==> config.mk <==
export PLATFORM = sky130hd
export DESIGN_NAME = cdcsync_hs_dst
export DESIGN_NICKNAME = d
export VERILOG_FILES = /design/src/rtl/cdcsync_hs_dst.sv
export SDC_FILE = /design/constraint.sdc
export NUM_CORES = 1
export LEC_CHECK = 0
export BUFFER_PORTS_ARGS = -buffer_cell sky130_fd_sc_hd__buf_2
export CORE_ASPECT_RATIO = 1.2
export CORE_UTILIZATION = 50
export CTS_BUF_LIST = sky130_fd_sc_hd__clkbuf_8
export CTS_CLUSTER_SIZE = 16
export DETAILED_ROUTE_END_ITERATION = 7
export PLACE_DENSITY = 0.8
export SLEW_MARGIN = 20
export SYNTH_ARGS = -nofsm -noshare
export SYNTH_HDL_FRONTEND = slang
export SYNTH_SLANG_ARGS = --single-unit
export TNS_END_PERCENT = 5
==> constraint.sdc <==
create_clock -name des_clk -period 1.9 [get_ports des_clk]
set_input_delay 0 -clock des_clk [delete_from_list [all_inputs] [get_ports des_clk]]
set_output_delay 0 -clock des_clk [all_outputs]
set_load 0.05 [all_outputs]
==> src/rtl/cdcsync_hs_dst.sv <==
// Destination side of a toggle-based request/acknowledge CDC handshake.
// src_req is synchronized, each toggle captures src_data once, and des_ack returns a toggle after the consumer accepts.
module cdcsync_hs_dst #(
  parameter int FLOP_N  = 2,
  parameter int DATA_W  = 32,
  parameter int CAP_DLY = 0
) (
  input  logic              des_clk,
  input  logic              des_rst,
  input  logic              src_req,
  input  logic [DATA_W-1:0] src_data,
  output logic              des_ack,
  output logic              des_vld,
  input  logic              des_rdy,
  output logic [DATA_W-1:0] des_data,
  output logic              des_err,
  input  logic              des_err_clr,
  output logic [15:0]       des_cnt
);

  typedef enum logic [1:0] {IDLE, WAIT, VALID} state_t;

  localparam logic [3:0] CAP_DLY_W = 4'(CAP_DLY);

  state_t              state_q, state_d;
  logic [FLOP_N-1:0]   sync_q, sync_d;
  logic                req_seen_q, req_seen_d;
  logic [3:0]          dly_q, dly_d;
  logic                vld_q, vld_d;
  logic                ack_q, ack_d;
  logic [DATA_W-1:0]   data_q, data_d;
  logic                err_q, err_d;
  logic [15:0]         cnt_q, cnt_d;
  logic                sync_req;
  logic                toggle;

  assign sync_req = sync_q[FLOP_N-1];
  assign toggle   = (sync_req != req_seen_q);

  always_comb begin
    sync_d     = {sync_q[FLOP_N-2:0], src_req};
    state_d    = state_q;
    req_seen_d = req_seen_q;
    dly_d      = dly_q;
    vld_d      = vld_q;
    ack_d      = ack_q;
    data_d     = data_q;
    cnt_d      = cnt_q;
    err_d      = err_q;

    case (state_q)
      IDLE: begin
        if (toggle) begin
          req_seen_d = sync_req;
          dly_d      = CAP_DLY_W;
          state_d    = WAIT;
        end
      end
      WAIT: begin
        if (dly_q != 4'd0) begin
          dly_d = dly_q - 4'd1;
        end else begin
          data_d  = src_data;
          vld_d   = 1'b1;
          state_d = VALID;
        end
      end
      VALID: begin
        if (vld_q && des_rdy) begin
          vld_d   = 1'b0;
          ack_d   = ~ack_q;
          cnt_d   = cnt_q + 16'd1;
          state_d = IDLE;
        end
      end
      default: state_d = IDLE;
    endcase

    // A toggle while busy means the source did not wait for ack; it is left pending for IDLE to pick up.
    if (des_err_clr) err_d = 1'b0;
    if (toggle && (state_q != IDLE)) err_d = 1'b1;
  end

  always_ff @(posedge des_clk or posedge des_rst) begin
    if (des_rst) begin
      state_q    <= IDLE;
      sync_q     <= '0;
      req_seen_q <= 1'b0;
      dly_q      <= 4'd0;
      vld_q      <= 1'b0;
      ack_q      <= 1'b0;
      data_q     <= '0;
      err_q      <= 1'b0;
      cnt_q      <= 16'd0;
    end else begin
      state_q    <= state_d;
      sync_q     <= sync_d;
      req_seen_q <= req_seen_d;
      dly_q      <= dly_d;
      vld_q      <= vld_d;
      ack_q      <= ack_d;
      data_q     <= data_d;
      err_q      <= err_d;
      cnt_q      <= cnt_d;
    end
  end

  assign des_ack  = ack_q;
  assign des_vld  = vld_q;
  assign des_data = data_q;
  assign des_err  = err_q;
  assign des_cnt  = cnt_q;

endmodule
After elaboration in Yosys (flattened, before gate mapping)

Cells that the tools add are included.

Add/subtract/negate cells: 2
Eq/ne operators: 7
Muxes and demuxes: 12
Bitwise logic cells: 2
Reductions and logical operators: 14

Operators by type and width:

| kind                                                                   | number |
|---|---|
| 16-bit by 1-bit adder with 16-bit output (second input constant)       | 1 |
| 3-bit AND reduction                                                    | 3 |
| 4-bit 2-to-1 mux                                                       | 2 |
| 2-bit inequality test (second input constant)                          | 4 |
| 4-bit one-hot mux with 2 select lines                                  | 1 |
| 2-bit nonzero test                                                     | 4 |
| 2-bit 2-to-1 mux                                                       | 3 |
| 2-bit one-hot mux with 3 select lines                                  | 1 |
| 2-bit AND reduction                                                    | 3 |
| 1-bit 2-to-1 mux                                                       | 4 |
| 4-bit nonzero test                                                     | 1 |
| 4-bit by 1-bit subtractor with 4-bit output (second input constant)    | 1 |
| 2-bit by 1-bit equality test with 1-bit output (second input constant) | 1 |
| 2-bit equality test (second input constant)                            | 1 |
| 1-bit logical AND                                                      | 2 |
| 2-bit logical NOT                                                      | 1 |
| 1-bit inverter                                                         | 2 |
| 1-bit one-hot mux with 2 select lines                                  | 1 |
| 1-bit inequality test                                                  | 1 |

Register bits after elaboration: 60

Depth between registers and ports, before layout

Word-level depth: 3
Mapped depth: 7
Gate-level depth less buffers: 6

Least setup slack after synthesis

OpenSTA, ideal clock, no wires.

Path type: register to register
Start point: register vld_q, in the netlist des_vld
End point: register cnt_q[11], in the netlist des_cnt[11]
Setup time: 140 ps
Arrival time: 1,638 ps
Slack: 122 ps
Cell stages (with the launch flop): 7
Period minus slack after synthesis: 1,778 ps
Cells stage by stage: dfrtp_1 -> and4b_1 -> buf_6 -> and4_4 -> buf_6 -> nand4_4 -> xnor2_2

Word-level cells in the longest chain between the ends: 2

Ends and longest elaborated chain:

| item                                 | RTL line | RTL |
|---|---|---|
| from (decl)                          | 29       | `logic vld_q, vld_d;` |
| from (signal assigned)               | 100      | `vld_q <= vld_d;` |
| 1-bit logical AND                    | 69       | `if (vld_q && des_rdy) begin` |
| 2-bit AND reduction (no source line) | --       |  |
| to (signal assigned)                 | 104      | `cnt_q <= cnt_d;` |
| to (decl)                            | 33       | `logic [15:0] cnt_q, cnt_d;` |

No other way between the ends.
A chain may end at the register's enable or synchronous reset.

Worst setup path in the final report

Start point: register dly_q[0]
End point: register data_q[1], in the netlist des_data[1]

Word-level cells in the longest chain between the ends: 3

Ends and longest elaborated chain:

| item                                 | RTL line | RTL |
|---|---|---|
| from (decl)                          | 28       | `logic [3:0] dly_q, dly_d;` |
| from (signal assigned)               | 99       | `dly_q <= dly_d;` |
| 4-bit nonzero test                   | 60       | `if (dly_q != 4'd0) begin` |
| 1-bit inverter (no source line)      | --       |  |
| 2-bit AND reduction (no source line) | --       |  |
| to (signal assigned)                 | 102      | `data_q <= data_d;` |
| to (decl)                            | 31       | `logic [DATA_W-1:0] data_q, data_d;` |

No other way between the ends.

==> report_table.html <==
<table>
<tr><th>Metric</th><th>Value</th></tr>
<tr><th colspan="2">Cells and area</th></tr>
<tr><td>Most frequent cells in the layout</td><td>buf_2 (87), dfrtp_1 (60), dlygate4sd3_1 (36)</td></tr>
<tr><td>Growth of design area from synthesis to finish</td><td>41.8%</td></tr>
<tr><td>Finished Core Util</td><td>0.754</td></tr>
<tr><td>Number of diodes added for antenna fixing</td><td>0</td></tr>
<tr><td>Post-layout nets</td><td>approximately 350</td></tr>
<tr><td>Seq. cell area</td><td>about 1500 sq um</td></tr>
<tr><td>Most common cell after layout, fill and taps aside</td><td>buf_2</td></tr>
<tr><td>Non-Filler Instances</td><td>about 370</td></tr>
<tr><td>Share of layout cells above drive strength 1</td><td>0.398</td></tr>
<tr><td>Area taken by multi-input logic gates</td><td>905 sq um</td></tr>
<tr><td># fillers</td><td>289</td></tr>
<tr><th colspan="2">Placement</th></tr>
<tr><td>Worst Setup Slack post-DPL</td><td>0.151 ns</td></tr>
<tr><td>Placed Instances</td><td>between 300 and 400</td></tr>
<tr><td>Routability Congestion</td><td>0.842</td></tr>
<tr><td>Placed wire-length estimate</td><td>3.42 mm</td></tr>
<tr><td>I/O Buffers</td><td>between 80 and 90</td></tr>
<tr><th colspan="2">Logic synthesis</th></tr>
<tr><td>Compound-gate portion of the synthesized area</td><td>0.0281</td></tr>
<tr><td>Post-synthesis area per instance</td><td>14.1 sq um</td></tr>
<tr><td>Net Count, Synth</td><td>between 200 and 250</td></tr>
<tr><td>Yosys warning total</td><td>0</td></tr>
<tr><td>Synthesized instance count</td><td>approximately 180</td></tr>
<tr><td>Count of unique library cells instantiated by Yosys</td><td>33</td></tr>
<tr><td>Fraction of synthesized area in multiplexers</td><td>0.149</td></tr>
<tr><td>Flip-flop and latch count after synthesis</td><td>60</td></tr>
<tr><td>Combinational family with the most area after synthesis</td><td>multiplexers</td></tr>
<tr><td>Sequential fraction of the synthesis area</td><td>0.602</td></tr>
<tr><td>Post-synth design cell area</td><td>2500 sq um</td></tr>
<tr><td>Post-synthesis share of cell area spent on full adders, half adders and majority gates</td><td>0.0150</td></tr>
<tr><td>Xor/xnor share of the synthesized area</td><td>0.0627</td></tr>
<tr><td>Simple-gate area share of the yosys netlist</td><td>0.108</td></tr>
<tr><th colspan="2">Global route</th></tr>
<tr><td>Vias in the first global route</td><td>1896</td></tr>
<tr><td>Wire length of the first global-routing pass</td><td>9.06 mm</td></tr>
<tr><td>Number of antenna violations at the first check in global routing</td><td>0</td></tr>
<tr><td>Total gr overflow</td><td>0</td></tr>
<tr><td>Largest net degree at the start of global routing</td><td>35</td></tr>
<tr><td>GRT Resource Usage Total</td><td>0.239</td></tr>
<tr><th colspan="2">Routing</th></tr>
<tr><td>Via total after detailed routing</td><td>approximately 1900</td></tr>
<tr><td>Number of remaining DRC errors</td><td>0</td></tr>
<tr><td>Post-DR wirelength/cell</td><td>between 15 and 20 um</td></tr>
<tr><td>Total iterations of the first detailed-routing run</td><td>4</td></tr>
<tr><td>Total Wirelength</td><td>around 5.6 mm</td></tr>
<tr><td>Vias per cell</td><td>a little over 5</td></tr>
<tr><td>Antenna viol nets, final</td><td>0</td></tr>
<tr><td>DRT iter0 DRCs</td><td>91</td></tr>
<tr><th colspan="2">Clock network</th></tr>
<tr><td>TritonCTS clock tree</td><td>built</td></tr>
<tr><td>Count of instances resized after the clock tree is built</td><td>0</td></tr>
<tr><td>Sinks on Clock Net</td><td>60</td></tr>
<tr><td>Maximum clock path buffer count</td><td>2</td></tr>
<tr><td>Number of clock buffers inserted by TritonCTS</td><td>9</td></tr>
<tr><td>Clock tree root driver cell</td><td>clkbuf_8</td></tr>
<tr><td>H-tree depth</td><td>3</td></tr>
<tr><td>Clk pin slew, worst setup/hold paths</td><td>approximately 0.070 ns</td></tr>
<tr><td>Source-to-sink clock delay at the later pin of the worst-skew pair</td><td>0.33 ns</td></tr>
<tr><th colspan="2">Timing</th></tr>
<tr><td>Final setup margin</td><td>between 0.1 and 0.15 ns</td></tr>
<tr><td>Worst slew margin</td><td>0.678</td></tr>
<tr><td>Final period util</td><td>0.938</td></tr>
<tr><td>Final TNS setup</td><td>0 ns</td></tr>
<tr><td>Layout Skew</td><td>around 0.0090 ns</td></tr>
<tr><td>Unrepaired setup endpoints after global routing</td><td>false</td></tr>
<tr><td>Hold slack</td><td>~0.26 ns</td></tr>
<tr><td>Post-route minimum period</td><td>1.78 ns</td></tr>
<tr><td>Fin. max-slew vios</td><td>0</td></tr>
<tr><td>Hold Violations, Final</td><td>0</td></tr>
<tr><td>Endpoints failing setup</td><td>0</td></tr>
<tr><td>Transition time of the tightest slew-check pin</td><td>~0.48 ns</td></tr>
<tr><td>Top achievable clock speed</td><td>561 MHz</td></tr>
<tr><th colspan="2">Pwr</th></tr>
<tr><td>Power dissipated by switching net loads</td><td>about 2.9 mW</td></tr>
<tr><td>Net switching fraction of the power</td><td>0.471</td></tr>
<tr><td>Peak ir drop on the vdd network</td><td>about 1.0 mV</td></tr>
<tr><td>Total power divided by cell area</td><td>around 1700 nW/um^2</td></tr>
<tr><td>Sequential share of power</td><td>0.332</td></tr>
<tr><td>Clock power frac</td><td>0.195</td></tr>
<tr><td>Leakage</td><td>between 1.5 and 2 nW</td></tr>
<tr><td>Internal cell power</td><td>approximately 3.2 mW</td></tr>
<tr><td>Combinational power share</td><td>0.472</td></tr>
<tr><th colspan="2">Setup path</th></tr>
<tr><td>CP required</td><td>about 2.1 ns</td></tr>
<tr><td>Max Fanout on Critical Path</td><td>34</td></tr>
<tr><td>Critical path's top delay family</td><td>simple AND/OR/NAND/NOR gates</td></tr>
<tr><td>Max stage delay on crit path</td><td>between 0.4 and 0.5 ns</td></tr>
<tr><td>Reg2reg setup slack</td><td>around 0.12 ns</td></tr>
<tr><td>Cells along the critical path</td><td>inv_1 -&gt; ha_1 -&gt; nor3b_4 -&gt; nand2_4 -&gt; mux2_1</td></tr>
<tr><td>RR Startpoint</td><td>dly_q[0]$_DFFE_PP0P_</td></tr>
<tr><td>Type of the setup path with the least slack</td><td>register to register</td></tr>
<tr><td>Critical path buffers and inverters</td><td>1</td></tr>
<tr><td>Arrival @ worst endpoint</td><td>~2 ns</td></tr>
<tr><td>Master of the slowest instance on the critical path</td><td>mux2_1</td></tr>
<tr><td>Element type at the critical path end</td><td>register</td></tr>
<tr><td>Cell count of the worst reg-to-reg path</td><td>5</td></tr>
<tr><td>Kind of start point of the critical path</td><td>register</td></tr>
<tr><td>Endpoint of the worst register-to-register path</td><td>des_data[1]$_DFFE_PP0P_</td></tr>
<tr><th colspan="2">Die</th></tr>
<tr><td>Area of the die</td><td>roughly 5300 sq um</td></tr>
<tr><td>Starting utilization of the core area</td><td>0.532</td></tr>
<tr><td>Width of the die</td><td>66.5 um</td></tr>
<tr><td>Core area</td><td>approximately 4700 sq um</td></tr>
<tr><td>Number of ports placed on the die boundary</td><td>88</td></tr>
<tr><td>Die Y-Extent</td><td>between 70 and 80 um</td></tr>
<tr><td>Number of cell rows</td><td>27</td></tr>
<tr><th colspan="2">Run</th></tr>
<tr><td>Max-capacitance violation count</td><td>0</td></tr>
<tr><th colspan="2">Outcome</th></tr>
<tr><td>Result of the run</td><td>completed</td></tr>
<tr><th colspan="2">Worst hold path</th></tr>
<tr><td>Worst min-delay path class</td><td>primary input to asynchronous set/reset pin</td></tr>
</table>
==> worst max-delay path by stage <==
| stage | cells after the start | start | endpoint |
|---|---|---|---|
| CTS | 5 | dly_q[0]$_DFFE_PP0P_ | des_data[1]$_DFFE_PP0P_ |
| finish | 5 | dly_q[0]$_DFFE_PP0P_ | des_data[1]$_DFFE_PP0P_ |
| detailed placement | 5 | dly_q[0]$_DFFE_PP0P_ | des_data[1]$_DFFE_PP0P_ |
| floorplan | 6 | des_vld$_DFFE_PP0P_ | des_cnt[11]$_DFFE_PP0P_ |
| global placement | 5 | dly_q[0]$_DFFE_PP0P_ | des_data[28]$_DFFE_PP0P_ |
| global route | 5 | dly_q[0]$_DFFE_PP0P_ | des_data[1]$_DFFE_PP0P_ |
==> area by class of cell <==
class	count	area share
repair buffers	127	0.233
clock inverters	4	0.0134
multi-input cells	105	0.256
well taps	58	0.0205
clock buffers	12	0.0467
inverters	6	0.00636
flip-flops and latches	60	0.424
==> metal layers <==
metal / vias to the layer above / global-route usage / wire length (um)
met2: 63 / 0.427 / 3100
met4: 0 / 0.100 / 81
met5: - / 0 / 0
met1: 932 / 0.264 / 2230
met3: 10 / 0.0629 / 228
li1: 882 / - / -
==> Yosys cell counts (all sizes together) <==
library cell	number	share of area
nand3	5	0.016
and4	3	0.012
a21o	2	0.0065
a22o	1	0.0035
o21ai	2	0.0040
and3	3	0.0085
dfrtp	60	0.60
ha	3	0.015
a21oi	3	0.0060
nand4	6	0.021
o22ai	2	0.0050
nor3	2	0.0040
inv	6	0.0090
buf	6	0.027
o31ai	1	0.0030
xor2	3	0.011
mux2	33	0.15
or3	1	0.0025
nand2	15	0.026
and4b	1	0.0040
nor3b	1	0.0075
nor2	4	0.0070
xnor2	14	0.052
==> worst min-delay path, stage by stage <==
cell           delay [ns]
dlygate4sd3_1        0.54
buf_2                0.13
inv_2                0.36
==> registers in the layout, summed over array words and instances (netlist names) <==
name        count
des_cnt        16
des_vld         1
des_err         1
req_seen_q      1
des_ack         1
state_q         2
dly_q           4
sync_q          2
des_data       32
==> cells by family after synthesis <==
| group | Yosys count |
|---|---|
| muxes | 33 |
| and+or+nand+nor | 41 |
| AOI/OAI and AO/OA | 11 |
| DFF | 60 |
| buffers and inverters | 12 |
| adders and majority gates | 3 |
| xor gates and xnor gates | 17 |
==> metrics by stage <==
step	total power, mW	area, sq um
after floorplan	4.27	2500
after global placement	4.79	2970
after detailed placement	4.85	2970
after CTS	6.10	3540
after global routing	6.37	3540
final	6.10	3540
==> power by group through the flow <==
stage	clock [mW]	sequential, mW	combinational, mW
2_1_floorplan	0	3.49	0.781
3_3_place_gp	0	2.02	2.77
3_5_place_dp	0	2.03	2.82
4_1_cts	1.21	2.01	2.88
5_1_grt	1.26	2.09	3.03
6_report	1.19	2.03	2.88
==> timing repair <==
| action | CTS | global route |
|---|---|---|
| hold buffers | 36 | 0 |
| hold endpoints to repair | 57 | 0 |
| buffers inserted | 0 | 0 |
(Power assumes the default switching activity.)
